[src/rtl/hazard_pkg.sv]
// Shared types and constants for the ID-stage hazard controller.
package hazard_pkg;

  localparam int unsigned REG_ADDR_W_DEFAULT = 5;

  // Selector values for the ID-stage control-zeroing mux.
  localparam logic ctrl_sel_pass   = 1'b1;
  localparam logic ctrl_sel_bubble = 1'b0;

  typedef enum logic [0:0] {
    RUN,
    FLUSH
  } hazard_state_e;

endpackage

[src/rtl/hazard_control_unit_if.sv]
// Pipeline <-> hazard controller signal bundle; master is the pipeline, slave the controller.
interface hazard_control_unit_if #(
  parameter int unsigned REG_ADDR_W = 5,
  parameter int unsigned CNT_W      = 16
);

  logic                  idex_memRead;
  logic [REG_ADDR_W-1:0] idex_rd;
  logic [REG_ADDR_W-1:0] ifid_rs1;
  logic [REG_ADDR_W-1:0] ifid_rs2;
  logic                  ifid_useRs1;
  logic                  ifid_useRs2;
  logic                  exmem_branchTaken;
  logic                  memBusy;

  logic                  pcWrite;
  logic                  ifidWrite;
  logic                  idexWrite;
  logic                  ctrlSelect;
  logic                  ifidFlush;
  logic                  idexFlush;
  logic [CNT_W-1:0]      stallCount;
  logic [CNT_W-1:0]      flushCount;

  modport master (
    output idex_memRead, idex_rd, ifid_rs1, ifid_rs2, ifid_useRs1, ifid_useRs2,
           exmem_branchTaken, memBusy,
    input  pcWrite, ifidWrite, idexWrite, ctrlSelect, ifidFlush, idexFlush,
           stallCount, flushCount
  );

  modport slave (
    input  idex_memRead, idex_rd, ifid_rs1, ifid_rs2, ifid_useRs1, ifid_useRs2,
           exmem_branchTaken, memBusy,
    output pcWrite, ifidWrite, idexWrite, ctrlSelect, ifidFlush, idexFlush,
           stallCount, flushCount
  );

endinterface

[src/rtl/sat_counter.sv]
// Saturating up-counter with a small per-cycle increment.
module sat_counter #(
  parameter int unsigned CNT_W = 16,
  parameter int unsigned INC_W = 2
) (
  input  logic             clk,
  input  logic             rst_n,
  input  logic [INC_W-1:0] inc,
  output logic [CNT_W-1:0] count
);

  localparam int unsigned SumW = CNT_W + 1;

  logic [CNT_W-1:0] count_q, count_d;
  logic [SumW-1:0]  sum;

  assign sum = {1'b0, count_q} + SumW'(inc);

  // Increment is far smaller than the range, so a carry out means "past max".
  always_comb begin
    count_d = sum[CNT_W-1:0];
    if (sum[CNT_W]) begin
      count_d = '1;
    end
  end

  always_ff @(posedge clk or negedge rst_n) begin
    if (!rst_n) begin
      count_q <= '0;
    end else begin
      count_q <= count_d;
    end
  end

  assign count = count_q;

endmodule

[src/rtl/hazard_control_unit.sv]
// ID-stage hazard controller: load-use stalls, branch squash, memory-busy freeze.
module hazard_control_unit
  import hazard_pkg::*;
#(
  parameter int unsigned REG_ADDR_W   = REG_ADDR_W_DEFAULT,
  parameter int unsigned FLUSH_CYCLES = 3,
  parameter int unsigned CNT_W        = 16
) (
  input logic                  clk,
  input logic                  rst_n,
  hazard_control_unit_if.slave hzd
);

  localparam int unsigned   RemW     = $clog2(FLUSH_CYCLES) + 1;
  localparam logic [RemW-1:0] RemStart = RemW'(FLUSH_CYCLES - 1);
  localparam hazard_state_e BranchNext = (FLUSH_CYCLES > 1) ? FLUSH : RUN;

  hazard_state_e   state_q, state_d;
  logic [RemW-1:0] remain_q, remain_d;

  logic       load_use;
  logic [1:0] stall_inc, flush_inc;
  logic       pc_write, ifid_write, idex_write, ctrl_select, ifid_flush, idex_flush;

  assign load_use = hzd.idex_memRead && (hzd.idex_rd != REG_ADDR_W'(0)) &&
                    ((hzd.ifid_useRs1 && (hzd.idex_rd == hzd.ifid_rs1)) ||
                     (hzd.ifid_useRs2 && (hzd.idex_rd == hzd.ifid_rs2)));

  always_comb begin
    state_d     = state_q;
    remain_d    = remain_q;
    stall_inc   = 2'd0;
    flush_inc   = 2'd0;
    pc_write    = 1'b1;
    ifid_write  = 1'b1;
    idex_write  = 1'b1;
    ctrl_select = ctrl_sel_pass;
    ifid_flush  = 1'b0;
    idex_flush  = 1'b0;

    if (!rst_n) begin
      // Outputs go quiet as soon as reset asserts, not at the next edge.
      pc_write    = 1'b0;
      ifid_write  = 1'b0;
      idex_write  = 1'b0;
      ctrl_select = 1'b0;
    end else if (hzd.memBusy) begin
      pc_write   = 1'b0;
      ifid_write = 1'b0;
      idex_write = 1'b0;
    end else if (hzd.exmem_branchTaken) begin
      ctrl_select = ctrl_sel_bubble;
      ifid_flush  = 1'b1;
      idex_flush  = 1'b1;
      flush_inc   = 2'd2;
      state_d     = BranchNext;
      remain_d    = (FLUSH_CYCLES > 1) ? RemStart : '0;
    end else if (state_q == FLUSH) begin
      // The ID instruction is on the wrong path, so any load-use match is moot.
      ctrl_select = ctrl_sel_bubble;
      ifid_flush  = 1'b1;
      flush_inc   = 2'd1;
      remain_d    = remain_q - 1'b1;
      if (remain_q == RemW'(1)) begin
        state_d = RUN;
      end
    end else if (load_use) begin
      pc_write    = 1'b0;
      ifid_write  = 1'b0;
      ctrl_select = ctrl_sel_bubble;
      stall_inc   = 2'd1;
    end
  end

  always_ff @(posedge clk or negedge rst_n) begin
    if (!rst_n) begin
      state_q  <= RUN;
      remain_q <= '0;
    end else begin
      state_q  <= state_d;
      remain_q <= remain_d;
    end
  end

  assign hzd.pcWrite    = pc_write;
  assign hzd.ifidWrite  = ifid_write;
  assign hzd.idexWrite  = idex_write;
  assign hzd.ctrlSelect = ctrl_select;
  assign hzd.ifidFlush  = ifid_flush;
  assign hzd.idexFlush  = idex_flush;

  sat_counter #(
    .CNT_W(CNT_W),
    .INC_W(2)
  ) u_stall_cnt (
    .clk  (clk),
    .rst_n(rst_n),
    .inc  (stall_inc),
    .count(hzd.stallCount)
  );

  sat_counter #(
    .CNT_W(CNT_W),
    .INC_W(2)
  ) u_flush_cnt (
    .clk  (clk),
    .rst_n(rst_n),
    .inc  (flush_inc),
    .count(hzd.flushCount)
  );

endmodule
[src/flat_wrapper.sv]
// flat-port wrapper written by rule: the top's interface ports become plain ports
module hazard_control_unit_flat import hazard_pkg::*;
#(
  parameter int unsigned REG_ADDR_W   = REG_ADDR_W_DEFAULT,
  parameter int unsigned FLUSH_CYCLES = 3,
  parameter int unsigned CNT_W        = 16
)
  (clk, rst_n, hzd_idex_memRead, hzd_idex_rd, hzd_ifid_rs1, hzd_ifid_rs2, hzd_ifid_useRs1, hzd_ifid_useRs2, hzd_exmem_branchTaken, hzd_memBusy, hzd_pcWrite, hzd_ifidWrite, hzd_idexWrite, hzd_ctrlSelect, hzd_ifidFlush, hzd_idexFlush, hzd_stallCount, hzd_flushCount);
  hazard_control_unit_if #(.REG_ADDR_W(REG_ADDR_W), .CNT_W(CNT_W)) hzd_i ();
  input logic clk;
  input logic rst_n;
  input wire logic [$bits(hzd_i.idex_memRead)-1:0] hzd_idex_memRead;
  input wire logic [$bits(hzd_i.idex_rd)-1:0] hzd_idex_rd;
  input wire logic [$bits(hzd_i.ifid_rs1)-1:0] hzd_ifid_rs1;
  input wire logic [$bits(hzd_i.ifid_rs2)-1:0] hzd_ifid_rs2;
  input wire logic [$bits(hzd_i.ifid_useRs1)-1:0] hzd_ifid_useRs1;
  input wire logic [$bits(hzd_i.ifid_useRs2)-1:0] hzd_ifid_useRs2;
  input wire logic [$bits(hzd_i.exmem_branchTaken)-1:0] hzd_exmem_branchTaken;
  input wire logic [$bits(hzd_i.memBusy)-1:0] hzd_memBusy;
  output wire logic [$bits(hzd_i.pcWrite)-1:0] hzd_pcWrite;
  output wire logic [$bits(hzd_i.ifidWrite)-1:0] hzd_ifidWrite;
  output wire logic [$bits(hzd_i.idexWrite)-1:0] hzd_idexWrite;
  output wire logic [$bits(hzd_i.ctrlSelect)-1:0] hzd_ctrlSelect;
  output wire logic [$bits(hzd_i.ifidFlush)-1:0] hzd_ifidFlush;
  output wire logic [$bits(hzd_i.idexFlush)-1:0] hzd_idexFlush;
  output wire logic [$bits(hzd_i.stallCount)-1:0] hzd_stallCount;
  output wire logic [$bits(hzd_i.flushCount)-1:0] hzd_flushCount;
  assign hzd_i.idex_memRead = hzd_idex_memRead;
  assign hzd_i.idex_rd = hzd_idex_rd;
  assign hzd_i.ifid_rs1 = hzd_ifid_rs1;
  assign hzd_i.ifid_rs2 = hzd_ifid_rs2;
  assign hzd_i.ifid_useRs1 = hzd_ifid_useRs1;
  assign hzd_i.ifid_useRs2 = hzd_ifid_useRs2;
  assign hzd_i.exmem_branchTaken = hzd_exmem_branchTaken;
  assign hzd_i.memBusy = hzd_memBusy;
  assign hzd_pcWrite = hzd_i.pcWrite;
  assign hzd_ifidWrite = hzd_i.ifidWrite;
  assign hzd_idexWrite = hzd_i.idexWrite;
  assign hzd_ctrlSelect = hzd_i.ctrlSelect;
  assign hzd_ifidFlush = hzd_i.ifidFlush;
  assign hzd_idexFlush = hzd_i.idexFlush;
  assign hzd_stallCount = hzd_i.stallCount;
  assign hzd_flushCount = hzd_i.flushCount;
  hazard_control_unit #(.REG_ADDR_W(REG_ADDR_W), .FLUSH_CYCLES(FLUSH_CYCLES), .CNT_W(CNT_W)) u_core (.clk(clk), .rst_n(rst_n), .hzd(hzd_i));
endmodule
[config.mk]
export PLATFORM = sky130hd
export DESIGN_NAME = hazard_control_unit_flat
export DESIGN_NICKNAME = d
export VERILOG_FILES = /design/src/rtl/hazard_pkg.sv /design/src/rtl/hazard_control_unit_if.sv /design/src/rtl/sat_counter.sv /design/src/rtl/hazard_control_unit.sv /design/src/flat_wrapper.sv
export SDC_FILE = /design/constraint.sdc
export NUM_CORES = 1
export LEC_CHECK = 0
export CORE_MARGIN = 10
export CORE_UTILIZATION = 60
export CTS_CLUSTER_SIZE = 16
export DETAILED_ROUTE_END_ITERATION = 6
export DONT_BUFFER_PORTS = 1
export PLACE_DENSITY = 0.76
export SKIP_CTS_REPAIR_TIMING = 1
export SYNTH_ARGS = -nofsm -noshare
export SYNTH_HDL_FRONTEND = slang
export SYNTH_HIERARCHICAL = 1
export SYNTH_SLANG_ARGS = --single-unit
export TNS_END_PERCENT = 50
[constraint.sdc]
create_clock -name clk -period 6.25 [get_ports clk]
set_clock_uncertainty 0.15 [all_clocks]
set_input_delay 0.3125 -clock clk [delete_from_list [all_inputs] [get_ports clk]]
set_output_delay 0.3125 -clock clk [all_outputs]
set_load 0.01 [all_outputs]
* Word level (Yosys, flattened, before mapping) *
Cells that the tools add are included.

cells by class
  $add $sub $neg = 3
  equal/unequal tests = 3
  multiplexer cells = 34
  bitwise gates (word level) = 1
  reductions and logical operators = 9

operators with widths
  operator                                                             number
  16-bit by 2-bit adder with 17-bit output                             2
  16-bit two-way mux                                                   2
  1-bit two-way mux                                                    23
  2-bit two-way mux                                                    7
  5-bit == test                                                        2
  3-bit two-way mux                                                    2
  5-bit nonzero test                                                   1
  1-bit logical AND                                                    4
  3-bit by 1-bit == test with 1-bit output (second input constant)     1
  3-bit AND reduction                                                  1
  3-bit by 1-bit subtractor with 3-bit output (second input constant)  1
  2-bit AND reduction                                                  1
  2-bit nonzero test                                                   1
  1-bit logical OR                                                     1
  1-bit NOT                                                            1

storage, ports and cells
  flip-flop bits (word level) = 36
  input bits = 22
  output and inout port bits = 38
  word-level logic and storage cells = 54

* Depth between registers and ports, before layout *
  word-level depth = 11
  depth in mapped cells = 12
  gate-level depth less buffers = 11

* Modules after synthesis *
Netlist, hierarchy kept.

by module, submodules not included
  module                             instances  cells an instance  area each (um2)  seq. area each (um2)
  sat_counter at u_core.u_stall_cnt  1          80                 850.8            400.4
  sat_counter at u_core.u_flush_cnt  1          79                 837.1            400.4
  hazard_control_unit                1          54                 411.6            100.1

* Worst setup path after synthesis *
Ideal clock, no wire load.

  path type = input -> register
  start = in hzd_idex_rd[1]
  end = reg u_core.u_stall_cnt.count_q[1], in the netlist u_core/u_stall_cnt/count[1]
  library setup time = 0.065 ns
  arrival = 2.486 ns
  data required time = 6.035 ns
  path slack = 3.549 ns
  stages = 12
  path buffers = 1
  cell sequence = xnor2_1 -> nand4_1 -> o22ai_1 -> and3_1 -> ha_1 -> inv_1 -> fa_1 -> nand4b_2 -> nor4_4 -> nand3_2 -> buf_6 -> nand2_1

on the way
  cells in the longest elaborated chain, start to end = 11
  elaborated cells between the ends (all ways) = 15
  classes of those cells = 1 x add/sub; 2 x eq/ne; 6 x mux; 6 x reduce/logical

RTL lines
  element                                       RTL line                                              RTL
  start, declared                               flat_wrapper.sv:13                                    input wire logic [$bits(hzd_i.idex_rd)-1:0] hzd_idex_rd;
  5-bit == test (on tied branches)              hazard_control_unit.sv:26, hazard_control_unit.sv:27
  1-bit logical AND (on tied branches)          hazard_control_unit.sv:26, hazard_control_unit.sv:27
  1-bit logical OR                              hazard_control_unit.sv:26                             ((hzd.ifid_useRs1 && (hzd.idex_rd == hzd.ifid_rs1)) ||
  1-bit logical AND (*)                         hazard_control_unit.sv:25                             assign load_use = hzd.idex_memRead && (hzd.idex_rd != REG_ADDR_W'(0)) &&
  1-bit two-way mux (*)                         hazard_control_unit.sv:67                             end else if (load_use) begin
  2-bit two-way mux (*)                         hazard_control_unit.sv:58                             end else if (state_q == FLUSH) begin
  2-bit two-way mux (*)                         hazard_control_unit.sv:51                             end else if (hzd.exmem_branchTaken) begin
  2-bit two-way mux (*)                         hazard_control_unit.sv:47                             end else if (hzd.memBusy) begin
  2-bit two-way mux (*)                         hazard_control_unit.sv:41                             if (!rst_n) begin
  named net u_core.stall_inc[0]                 hazard_control_unit.sv:22                             logic [1:0] stall_inc, flush_inc;
  16-bit by 2-bit adder with 17-bit output (*)  sat_counter.sv:17                                     assign sum = {1'b0, count_q} + SumW'(inc);
  16-bit two-way mux (*)                        sat_counter.sv:22                                     if (sum[CNT_W]) begin
  named net u_core.u_stall_cnt.count_d[1]       sat_counter.sv:14                                     logic [CNT_W-1:0] count_q, count_d;
  end signal, assigned                          sat_counter.sv:31                                     count_q <= count_d;
  end, declared                                 sat_counter.sv:14

Mark *: on every way through the listed nets, which the timed path passes. The rest lies on a longest branch.
A chain may end at the register's enable or synchronous reset.

* Worst setup path after layout *
  start = reg u_core.state_q
  end = reg u_core.u_stall_cnt.count_q[0], in the netlist u_core/u_stall_cnt/count[0]

on the way
  cells in the longest elaborated chain, start to end = 6

RTL lines
  element                                   RTL line                   RTL
  start, declared                           hazard_control_unit.sv:18  hazard_state_e state_q, state_d;
  start signal, assigned                    hazard_control_unit.sv:80  state_q <= state_d;
  2-bit two-way mux                         hazard_control_unit.sv:58
  2-bit two-way mux                         hazard_control_unit.sv:51
  2-bit two-way mux                         hazard_control_unit.sv:47
  2-bit two-way mux                         hazard_control_unit.sv:41
  named net u_core.stall_inc[0]             hazard_control_unit.sv:22
  16-bit by 2-bit adder with 17-bit output  sat_counter.sv:17
  16-bit two-way mux                        sat_counter.sv:22
  named net u_core.u_stall_cnt.count_d[0]   sat_counter.sv:14

The timed path passes the listed nets, and every way through them passes these cells.

==> metrics.md <==
| Metric | Value |
|---|---|
| Clk_lat worst skew | `0.34 ns` |
| Crit-path cells | `nor3_1 -> and3_1 -> ha_1 -> inv_1 -> fa_1 -> nand4b_2 -> nor4_4 -> nand3_2 -> or2b_1` |
| Post-synthesis cell count | `213` |
| Total GRT Usage | `approximately 14%` |
| Clk sink count | `36` |
| Power Density | `341 nW/um^2` |
| Initial antenna violation count | `0` |
| ANT cells | `0` |
| Outcome | `finished, final reports clean` |
| Type of origin of the critical path | `flip-flop` |
| Netlist Area Pre-Place | `2100 sq um` |
| CP endpoint kind | `flip-flop` |
| Number of I/O pins | `60` |
| Yosys reg bits | `36` |
| Synthesized area per cell | `9.86 sq um` |
| Largest net degree at the start of global routing | `39` |
| Synth async-reset ratio | `100%` |
| RePlAce Congestion | `just over 0.9` |
| P_sw | `0.263 mW` |
| Htree depth | `2` |
| Grt ovf | `0` |
| DP Wirelength | `3610 um` |
| Worst VDD drop | `between 0.00015 and 0.0002 V` |
| Clock-pin slew on the worst setup and hold paths | `approximately 0.12 ns` |
| Crit path max-delay family | `simple AND/OR/NAND/NOR gates` |
| Final worst-path cycle share | `48.2%` |
| Port Buffer Count | `0` |
| Comb power frac | `around 20%` |
| Nets | `251` |
| Core area | `3360 sq um` |
| CTS tree | `yes` |
| Synth-to-layout area growth | `9.48%` |
| Area of the multi-input gates | `approximately 1100 sq um` |
| Initial core utilization | `62.4%` |
| Share of the synthesized area in the top cell type | `a little over two fifths` |
| Top-count cell post-synth | `dfrtp_1` |
| Register area share after synthesis | `42.9%` |
| Die H | `~79 um` |
| Final Setup Violations | `0` |
| Fin. max-slew vios | `0` |
| Number of global-route vias before repair | `1494` |
| Final min period | `between 3 and 4 ns` |
| CTS Buffer Depth | `2` |
| RSZ-0062 raised after global routing | `false` |
| Worst Path Required | `about 6.4 ns` |
| Crit path kind | `flip-flop to flip-flop` |
| Maximum fanout along the worst path | `13` |
| CP bufs+invs | `1` |
| CTS root buffer | `clkbuf_4` |
| Number of buffers created by CTS | `5` |
| EDFF count, synth | `0` |
| Clk pwr share | `31.1%` |
| Hold Vio Cnt, Final | `0` |
| CP Data Arrival Time | `3.14 ns` |
| # DRC | `0` |
| Die Span X | `79.2 um` |
| DR vias/cell | `6.01` |
| Die ar. | `6270 sq um` |
| # Max-Cap Violations | `0` |
| Leak Pwr | `1.03 nW` |
| Crit-path slowest cell | `dfrtp_1` |
| Sw Share | `33.5%` |
| Synth top cells by count | `dfrtp_1, nand2_1, a21oi_1, xnor2_1, nor2_1` |
| Yosys top cell by area | `dfrtp_1` |
| Top cells by area, synth | `dfrtp_1, xnor2_1, nand2_1` |
| Fill count | `approximately 260` |
| Post-synth cell types | `42` |
| HP Class | `primary input to flip-flop` |
| Internal Power | `0.522 mW` |
| DRC marker count from the first detailed-route iteration | `86` |
| First-pass GRT wire length | `7400 um` |
| Post-route ant nets | `0` |
| Routed WL per cell | `between 15 and 20 um` |
| WL final | `4730 um` |
| Pre-antenna DRT Iters | `4` |
| Fmax | `around 330 MHz` |
| Register area | `901 sq um` |
| Pwr Total | `0.785 mW` |
| Warnings, synthesis | `6` |
| Sequential power share | `48.8%` |
| Vias | `1612` |
| Fin Setup TNS | `0 ns` |
| Row count | `21` |
| Share of layout cells above drive strength 1 | `13.1%` |
| Ys flop type | `dfrtp_1` |
| CP peak stage delay | `around 0.47 ns` |
[layer usage]
layer	wire, um	GRT usage [%]	up-vias
met1	1870	15.5	766
met3	618	8.67	4
li1	-	-	765
met2	2220	23.6	77
met5	0	0	-
met4	25	4.30	0
[placed cells by master, fill, tap and decap left out, types with 2 or more instances in the layout]
master,synthesis,layout
a21oi_1,16,16
xnor2_1,16,16
and4_1,2,2
nand3_1,10,10
a31oi_1,7,7
nand4_1,6,6
inv_1,12,12
clkbuf_4,0,5
xor2_1,3,3
nand2_1,25,25
conb_1,1,2
fa_1,2,2
nor2b_1,6,6
a41oi_1,2,2
o21ai_0,4,4
mux2_2,5,5
o21a_1,2,2
bufinv_16,0,3
nand2b_1,3,3
nor4_4,2,2
and4b_1,2,2
ha_1,6,6
nand4_2,2,2
o21ai_2,3,3
dfrtp_1,36,36
nor2_1,15,15
and3_1,3,3
dlygate4sd3_1,0,2
and4_2,2,2
nor3_1,4,4
[state kept, by name, indices dropped and copies added, names as in the netlist]
register / cells
u_core/remain_q: 3
u_core/u_stall_cnt/count: 16
u_core/u_flush_cnt/count: 16
u_core/state_q: 1
[cell type report]
| type | instances | area share (%) |
|---|---|---|
| tap | 46 | 2.50 |
| sequential | 36 | 39.2 |
| inverter | 12 | 1.96 |
| multi-input combinational | 163 | 49.0 |
| clock inverter | 3 | 3.92 |
| timing repair buffer | 3 | 1.74 |
| clock buffer | 5 | 1.63 |
[cells by family after synthesis]
family                   synth area share [%]
multiplexers                             2.68
adder cells (fa/ha/maj)                  5.48
other                                   0.179
AO/OA/AOI/OAI                            10.3
XOR/XNOR                                 7.93
buffers and inverters                    3.58
AND/OR/NAND/NOR                          26.9
flip-flops                               42.9
[path summary, 6_finish.rpt]
kind | from | to | slack, ns | depth (start not counted)
worst max-delay path | u_core/state_q | u_core/u_stall_cnt/count[0] | 3.24 | 9
worst min-delay path | hzd_exmem_branchTaken | u_core/remain_q[0] | 0.03 | 3
worst max register to register | u_core/state_q | u_core/u_stall_cnt/count[0] | 3.24 | 9
worst min register to register | u_core/remain_q[0] | u_core/remain_q[0] | 0.38 | 1
max in group asynchronous | rst_n | u_core/u_stall_cnt/count[5] | 5.49 | 2
min in group asynchronous | rst_n | u_core/remain_q[0] | 0.25 | 2
[per-stage QoR]
stage | instances | setup WS [ns] | cell area [sq um] | util [%] | hold WS, ns
6_report | 268 | 3.24 | 2300 | 68.3 | 0.0287
5_1_grt | 268 | 3.05 | 2300 | 68.3 | 0.0688
4_1_cts | 265 | 3.27 | 2260 | 67.2 | -0.526
3_5_place_dp | 257 | 3.15 | 2130 | 63.4 | -0.132
3_3_place_gp | 257 | 3.26 | 2130 | 63.4 | -0.132
2_1_floorplan | 214 | 3.55 | 2100 | - | -0.133
[worst reg2reg max path, delay by kind of cell, from the launching register on]
family / cells / cell delay (ns)
and+or+nand+nor: 6 / 1.68
buffers and inverters: 1 / 0.06
DFF: 1 / 0.47
adders and majority gates: 2 / 0.58
[power by group through the flow]
stage	sequential, mW	combinational [mW]	clock, mW
2_1_floorplan	0.365	0.125	0
3_3_place_gp	0.386	0.139	0
3_5_place_dp	0.389	0.151	0
4_1_cts	0.385	0.151	0.252
5_1_grt	0.393	0.180	0.261
6_report	0.383	0.158	0.244
Note: power is estimated with default switching activity, not from simulation.
